### src/rtl/result_deskew_drain.sv
// result_deskew_drain
//
// Output end of the systolic array's skewed-data protocol. The array presents
// its partial-sum columns on a diagonal: for a row strobed at edge t, column c
// is valid at edge t+c. This block delays each column so that all of them line
// up at edge t+M-1. It then pushes the aligned row into a small FIFO and drains
// it through a valid/ready port. Each row is tagged with its results-SRAM
// address. A start/done handshake brackets every tile of rows.
//
// Build option:
//   DESKEW_RELU_EN  when defined, any negative column (sign bit set) is written
//                   into the FIFO as zero. Zero and positive values pass
//                   through unchanged. When undefined, data is bit-exact.
//
// Ports:
//   clk        clock; all state changes on the rising edge
//   rst        asynchronous, active-high reset
//   start      one-cycle pulse; latches row_count/base_addr (only in IDLE)
//   row_count  number of rows in the tile
//   base_addr  results-SRAM address of row 0
//   in_valid   row strobe: column 0 of a row is valid this cycle
//   result_in  skewed columns, slice c = column c (signed)
//   out_valid  FIFO head valid
//   out_ready  consumer accepts the head
//   out_data   aligned row at the FIFO head, slice c = column c
//   out_addr   SRAM address of the head row
//   out_last   head row is the final row of the tile
//   busy       FSM is not IDLE
//   done       one-cycle pulse at the end of a tile
//   overflow   sticky: a row was dropped because the FIFO was full
module result_deskew_drain #(
    parameter int PARTIAL_SUM_BW = 20,
    parameter int MATRIX_SIZE    = 8,
    parameter int ADDRESSSIZE    = 10,
    parameter int FIFO_DEPTH     = 4
) (
    input  logic                                  clk,
    input  logic                                  rst,
    input  logic                                  start,
    input  logic [ADDRESSSIZE-1:0]                row_count,
    input  logic [ADDRESSSIZE-1:0]                base_addr,
    input  logic                                  in_valid,
    input  logic [PARTIAL_SUM_BW*MATRIX_SIZE-1:0] result_in,
    output logic                                  out_valid,
    input  logic                                  out_ready,
    output logic [PARTIAL_SUM_BW*MATRIX_SIZE-1:0] out_data,
    output logic [ADDRESSSIZE-1:0]                out_addr,
    output logic                                  out_last,
    output logic                                  busy,
    output logic                                  done,
    output logic                                  overflow
);

    localparam int BW = PARTIAL_SUM_BW;
    localparam int M  = MATRIX_SIZE;
    localparam int RW = BW * M;
    localparam int PW = $clog2(FIFO_DEPTH);
    localparam int CW = $clog2(FIFO_DEPTH + 1);

    typedef enum logic [1:0] {
        IDLE  = 2'd0,
        RUN   = 2'd1,
        FLUSH = 2'd2,
        DONE  = 2'd3
    } state_t;

    state_t state_reg, state_next;

    logic [ADDRESSSIZE-1:0] rows_reg;
    logic [ADDRESSSIZE-1:0] base_reg;
    logic [ADDRESSSIZE-1:0] accepted_reg;
    logic [ADDRESSSIZE-1:0] pop_idx_reg;
    logic                   overflow_reg;

    logic start_ok;
    logic accept;

    // Row strobe delay line: bit k set means a row was accepted k+1 edges ago.
    logic [M-2:0] vld_pipe_reg;

    // Aligned FIFO (register storage so it can be cleared by reset)
    logic [RW-1:0]  mem_reg [FIFO_DEPTH];
    logic [PW-1:0]  wr_ptr_reg, rd_ptr_reg;
    logic [CW-1:0]  count_reg, count_next;
    logic [RW-1:0]  write_row;
    logic           push, pop, full, wr_en;

    assign start_ok = start && (state_reg == IDLE);
    // Strobes are only meaningful while the tile is still collecting rows.
    assign accept   = in_valid && (state_reg == RUN);

    // ------------------------------------------------------------------
    // Column deskew. Column c waits M-1-c stages. The last column is used
    // straight from the input at the edge on which the row is pushed.
    // ------------------------------------------------------------------
    genvar gi;
    for (gi = 0; gi < M; gi++) begin : g_col
        logic [BW-1:0] col;

        if (gi == M - 1) begin : g_direct
            assign col = result_in[gi*BW +: BW];
        end else begin : g_dly
            localparam int DEPTH = M - 1 - gi;
            logic [BW-1:0] dly_reg [DEPTH];

            always_ff @(posedge clk or posedge rst) begin
                if (rst) begin
                    for (int k = 0; k < DEPTH; k++) begin
                        dly_reg[k] <= '0;
                    end
                end else begin
                    dly_reg[0] <= result_in[gi*BW +: BW];
                    for (int k = 1; k < DEPTH; k++) begin
                        dly_reg[k] <= dly_reg[k-1];
                    end
                end
            end

            assign col = dly_reg[DEPTH-1];
        end

`ifdef DESKEW_RELU_EN
        assign write_row[gi*BW +: BW] = col[BW-1] ? '0 : col;
`else
        assign write_row[gi*BW +: BW] = col;
`endif
    end

    always_ff @(posedge clk or posedge rst) begin
        if (rst) begin
            vld_pipe_reg <= '0;
        end else begin
            vld_pipe_reg[0] <= accept;
            for (int k = 1; k < M - 1; k++) begin
                vld_pipe_reg[k] <= vld_pipe_reg[k-1];
            end
        end
    end

    // ------------------------------------------------------------------
    // FIFO. When the FIFO is full, a push is still accepted in the same
    // cycle as a pop. Otherwise a push into a full FIFO drops the row.
    // ------------------------------------------------------------------
    assign push      = vld_pipe_reg[M-2];
    assign out_valid = (count_reg != '0);
    assign pop       = out_valid && out_ready;
    assign full      = (count_reg == CW'(FIFO_DEPTH));
    assign wr_en     = push && (!full || pop);

    always_comb begin
        count_next = count_reg;
        case ({wr_en, pop})
            2'b10:   count_next = count_reg + CW'(1);
            2'b01:   count_next = count_reg - CW'(1);
            default: count_next = count_reg;
        endcase
    end

    always_ff @(posedge clk or posedge rst) begin
        if (rst) begin
            for (int k = 0; k < FIFO_DEPTH; k++) begin
                mem_reg[k] <= '0;
            end
            wr_ptr_reg <= '0;
            rd_ptr_reg <= '0;
            count_reg  <= '0;
        end else begin
            if (wr_en) begin
                mem_reg[wr_ptr_reg] <= write_row;
                wr_ptr_reg          <= wr_ptr_reg + PW'(1);
            end
            if (pop) begin
                rd_ptr_reg <= rd_ptr_reg + PW'(1);
            end
            count_reg <= count_next;
        end
    end

    assign out_data = mem_reg[rd_ptr_reg];
    // The address wraps naturally at the 2^ADDRESSSIZE boundary.
    assign out_addr = base_reg + pop_idx_reg;
    assign out_last = out_valid && (pop_idx_reg == rows_reg - ADDRESSSIZE'(1));
    assign overflow = overflow_reg;

    // ------------------------------------------------------------------
    // Tile bookkeeping
    // ------------------------------------------------------------------
    always_ff @(posedge clk or posedge rst) begin
        if (rst) begin
            rows_reg     <= '0;
            base_reg     <= '0;
            accepted_reg <= '0;
            pop_idx_reg  <= '0;
            overflow_reg <= 1'b0;
        end else begin
            if (start_ok) begin
                rows_reg     <= row_count;
                base_reg     <= base_addr;
                accepted_reg <= '0;
                pop_idx_reg  <= '0;
                overflow_reg <= 1'b0;
            end else begin
                if (accept) begin
                    accepted_reg <= accepted_reg + ADDRESSSIZE'(1);
                end
                // A dropped row never reaches the FIFO, so it does not use
                // up a pop index.
                if (pop) begin
                    pop_idx_reg <= pop_idx_reg + ADDRESSSIZE'(1);
                end
                if (push && full && !pop) begin
                    overflow_reg <= 1'b1;
                end
            end
        end
    end

    // ------------------------------------------------------------------
    // Control FSM
    // ------------------------------------------------------------------
    always_ff @(posedge clk or posedge rst) begin
        if (rst) begin
            state_reg <= IDLE;
        end else begin
            state_reg <= state_next;
        end
    end

    always_comb begin
        state_next = state_reg;
        busy       = (state_reg != IDLE);
        done       = (state_reg == DONE);
        case (state_reg)
            IDLE: begin
                if (start) begin
                    state_next = (row_count == '0) ? DONE : RUN;
                end
            end
            RUN: begin
                // Leave on the same edge that accepts the final row.
                if (accept && (accepted_reg == rows_reg - ADDRESSSIZE'(1))) begin
                    state_next = FLUSH;
                end
            end
            FLUSH: begin
                // Look at the post-edge FIFO occupancy so that done follows
                // the final pop immediately.
                if ((vld_pipe_reg == '0) && (count_next == '0)) begin
                    state_next = DONE;
                end
            end
            DONE: begin
                state_next = IDLE;
            end
            default: begin
                state_next = IDLE;
            end
        endcase
    end

endmodule

### config.mk
export PLATFORM = sky130hd
export DESIGN_NAME = result_deskew_drain
export DESIGN_NICKNAME = d
export VERILOG_FILES = /design/src/rtl/result_deskew_drain.sv
export SDC_FILE = /design/constraint.sdc
export NUM_CORES = 2
export LEC_CHECK = 0
export ABC_AREA = 1
export BUFFER_PORTS_ARGS = -buffer_cell sky130_fd_sc_hd__clkbuf_2
export CORE_ASPECT_RATIO = 1.1
export CORE_MARGIN = 3
export CORE_UTILIZATION = 59
export CTS_CLUSTER_DIAMETER = 30
export DETAILED_ROUTE_END_ITERATION = 6
export GPL_ROUTABILITY_DRIVEN = 0
export PLACE_DENSITY = 0.77
export SLEW_MARGIN = 20
export SYNTH_ARGS = -nofsm -noshare
export SYNTH_HDL_FRONTEND = slang
export SYNTH_SLANG_ARGS = --single-unit
### constraint.sdc
create_clock -name clk -period 45.3 [get_ports clk]
set_clock_uncertainty 0.1 [all_clocks]
set_input_delay 6.795 -clock clk [delete_from_list [all_inputs] [get_ports clk]]
set_output_delay 6.795 -clock clk [all_outputs]
set_load 0.01 [all_outputs]
==> run summary <==
The number of search-and-repair iterations in the first detailed-routing pass is 6. The worst slack at placement is 34.02 ns. The number of buffers added by the clock tree synthesis step came out at 179. The clock insertion delay at the later pin of the skew report is 0.75 ns.

In this run the worst path has a maximum fanout of 164. In the final timing run, aggregate negative setup slack is 0 ns. The first global-routing pass estimated 159,000 um of wire.

The root buffer selected by CTS is sky130_fd_sc_hd__clkbuf_16. In the layout the commonest cells are sky130_fd_sc_hd__dfrtp_1 (1,255), sky130_fd_sc_hd__nor2_1 (360), sky130_fd_sc_hd__clkbuf_2 (359). The placeable core region came out at 76,700 um^2.

The count of nets left with antenna violations once routing finished came out at 0. Summing all placed instances gives a cell area of 48,400 um^2. The post-synthesis net count came out at 3,492. The number of standard cells after synthesis is 3,283. The top metal layer carrying routed signals is met5.

The initial standard-cell utilization of the core came out at 60.1%. The deepest clock path buffer count is 3. The mean routed wirelength per cell is 20.4 um. The via count of the first global-routing pass is 29,500.

The clock input transition at the sequential cells of the worst setup and hold paths came out at 0.06 ns. Row generation in the floorplan step produced 106 rows. The number of antenna violations at the first check in global routing is 11. Setup violations remaining at the end of the flow were counted as 0. The smallest setup slack after layout came out at 34.33 ns. Hold is met by 0.225 ns.

In this run the power density over the cells is 77.5 nW/um^2. STA classifies the critical path endpoint as a primary output. The number of maximum-capacitance violations came out at 0. The top cell type's share of synthesized area came out at 68.3%. The area growth from synthesis to layout is 18.6%.

The timing-limited maximum frequency is 0.0912 GHz. The data arrival time of the worst path is 4.07 ns. Setup repair after global routing left no endpoint under its margin. The total track usage is 24.8%. The critical path goes through inv_8 -> buf_4 -> o21ai_0 -> o22ai_1 -> clkbuf_2. The final HPWL from detailed placement is 53,200 um. The total die area is 81,500 um^2. Summed over all instances, the cell type with the most area after synthesis is sky130_fd_sc_hd__dfrtp_1.

The die is 272 um wide. The number of flip-flops in the largest register is 640. The shortest clock period the worst path allows after layout came out at 10.97 ns. In the post-synthesis netlist, the biggest area contributors are sky130_fd_sc_hd__dfrtp_1 (68%), sky130_fd_sc_hd__mux2_1 (7.6%), sky130_fd_sc_hd__mux2_2 (5.9%), sky130_fd_sc_hd__o21ai_0 (3.8%), sky130_fd_sc_hd__mux2_4 (2.9%).

At the worst endpoint, the required time is 38.41 ns. The largest stage delay on the critical path came out at 0.90 ns. The mapped netlist covers 46,100 um^2. The global-route congestion overflow total is 0. The post-detailed-route via-to-cell ratio is 5.60. The static leakage came out at 25.1 nW.

Averaged over all synthesized cells, the footprint is 14.0 um^2. The post-cts resize count came out at 0. The final-report hold violation count came out at 0. The largest net degree at the start of global routing came out at 195.

The die is 299 um tall. The cell type of the slowest stage on the worst timing path is sky130_fd_sc_hd__buf_4. Counting flops with a built-in enable in the synthesized netlist gives 0. TritonCTS built the clock tree.

The detailed router's first-iteration violation count came out at 1,627. The start-to-end type of the worst setup path is register to primary output. The met2 wire length came out at 49,100 um.

For this design, the CTS-stage hold fixing added 0 buffers. The boundary pin count is 360. The final worst-path cycle share is 24.2%. For this run, the leading register cell type out of synthesis is sky130_fd_sc_hd__dfrtp_1. The total via count after detailed routing came out at 27,200.

The total of flip-flops plus latches after synthesis came out at 1,257. Of the cells placed in the final design, the portion with a size suffix greater than 1 is 27.6%. The worst hold path belongs to the class register to register. The critical path startpoint category is a register. The transition time at the pin with the least slew margin came out at 1.10 ns. The post-layout net count is 3,885. The async set or reset register ratio after synthesis is 100%. The met1 layer wirelength in the final routing is 40,500 um. Post-CTS timing repair inserted 0 buffers for setup. The finished cells cover 54,600 um^2. The flow ran to the end, and the final reports show no timing, DRC or antenna violations. Sequential elements use 68.3% of the synthesized area.

The number of sinks driven by the clock tree is 1,257. The library cell used most frequently in the layout, excluding fill and tap cells, is sky130_fd_sc_hd__dfrtp_1. The maximum vdd drop is 63.5 uV. The overall routed net length came out at 99,300 um. The routed length on met3 came out at 5720 um. The number of pins with negative max-slew slack in the final report is 0. The quantity of I/O buffers inserted on ports is 359. The worst-case headroom to the max-slew limit is 26.5%. The count of warnings emitted by yosys came out at 0. Yosys mapped the design onto 40 distinct sky130hd cell types. The clock tree synthesis step divided the H-tree into 4 levels. The DRC violation count after routing is 0.
synth_stat cells, types with 10 or more instances:
cell                       count
sky130_fd_sc_hd__a21oi_1      20
sky130_fd_sc_hd__buf_2        40
sky130_fd_sc_hd__buf_6        35
sky130_fd_sc_hd__buf_8        10
sky130_fd_sc_hd__clkbuf_1     88
sky130_fd_sc_hd__dfrtp_1    1257
sky130_fd_sc_hd__ha_1         22
sky130_fd_sc_hd__inv_1        67
sky130_fd_sc_hd__mux2_1      310
sky130_fd_sc_hd__mux2_2      240
sky130_fd_sc_hd__mux2_4       90
sky130_fd_sc_hd__nand2_1     121
sky130_fd_sc_hd__nand3_1      33
sky130_fd_sc_hd__nor2_1      360
sky130_fd_sc_hd__nor3_1       10
sky130_fd_sc_hd__o21ai_0     350
sky130_fd_sc_hd__o22ai_1     160
sky130_fd_sc_hd__xor2_1       18
critical path: cells and delay by family, from the launching register on:
| kind | cells | cell delay (ns) |
|---|---|---|
| AOI/OAI and AO/OA | 2 | 0.60 |
| buffers and inverters | 3 | 1.90 |
| DFF | 1 | 0.77 |
final timing paths:
check,to,startpoint,slack (ns),depth (start not counted)
worst max-delay path,out_data[23],rd_ptr_reg[0],34.33,5
worst min-delay path,g_col[2].col[8],g_col[2].g_dly.dly_reg[28],0.23,0
worst max register to register,mem_reg[147],count_reg[2],41.83,6
worst min register to register,g_col[2].col[8],g_col[2].g_dly.dly_reg[28],0.23,0
max in group asynchronous,mem_reg[144],rst,35.02,6
min in group asynchronous,mem_reg[443],rst,6.12,2
metrics by stage:
step | util, % | instances | power (mW)
3_5_place_dp | 63.1 | 4521 | 2.82
2_1_floorplan | - | 3283 | 2.41
4_1_cts | 71.3 | 4853 | 4.27
6_report | 71.3 | 4860 | 4.23
5_1_grt | 71.3 | 4857 | 4.46
3_3_place_gp | 63.1 | 4521 | 2.77
power by group:
| part | switching [mW] | leakage, nW | internal (mW) |
|---|---|---|---|
| registers | 0.179 | 15.2 | 1.45 |
| logic | 0.685 | 6.95 | 0.511 |
| clock network | 0.527 | 3.02 | 0.885 |
cells by family after synthesis:
| logic type | after synthesis | share of synthesized area (%) |
|---|---|---|
| flops | 1257 | 68.3 |
| mux | 640 | 16.4 |
| buf+inv | 248 | 2.95 |
| compound gates | 538 | 6.32 |
| simple gates | 552 | 4.90 |
| fa+ha+maj | 24 | 0.684 |
| xor+xnor | 24 | 0.486 |
layer usage:
layer | global-route usage (%) | vias up
li1 | - | 12100
met1 | 31.4 | 14100
met2 | 41.3 | 776
met3 | 5.57 | 235
met4 | 11.3 | 10
met5 | 0 | -
final cells by class:
class                           instances  area (um^2)
Clock inverter                        106         1350
Timing Repair Buffer                  392         2100
Fill cell                            4886        22000
Sequential cell                      1257        31500
Multi-Input combinational cell       1778        13200
Tap cell                             1026         1280
Antenna cell                            7         17.5
Clock buffer                          226         4920
Inverter                               68          273
(Power assumes the default switching activity.)
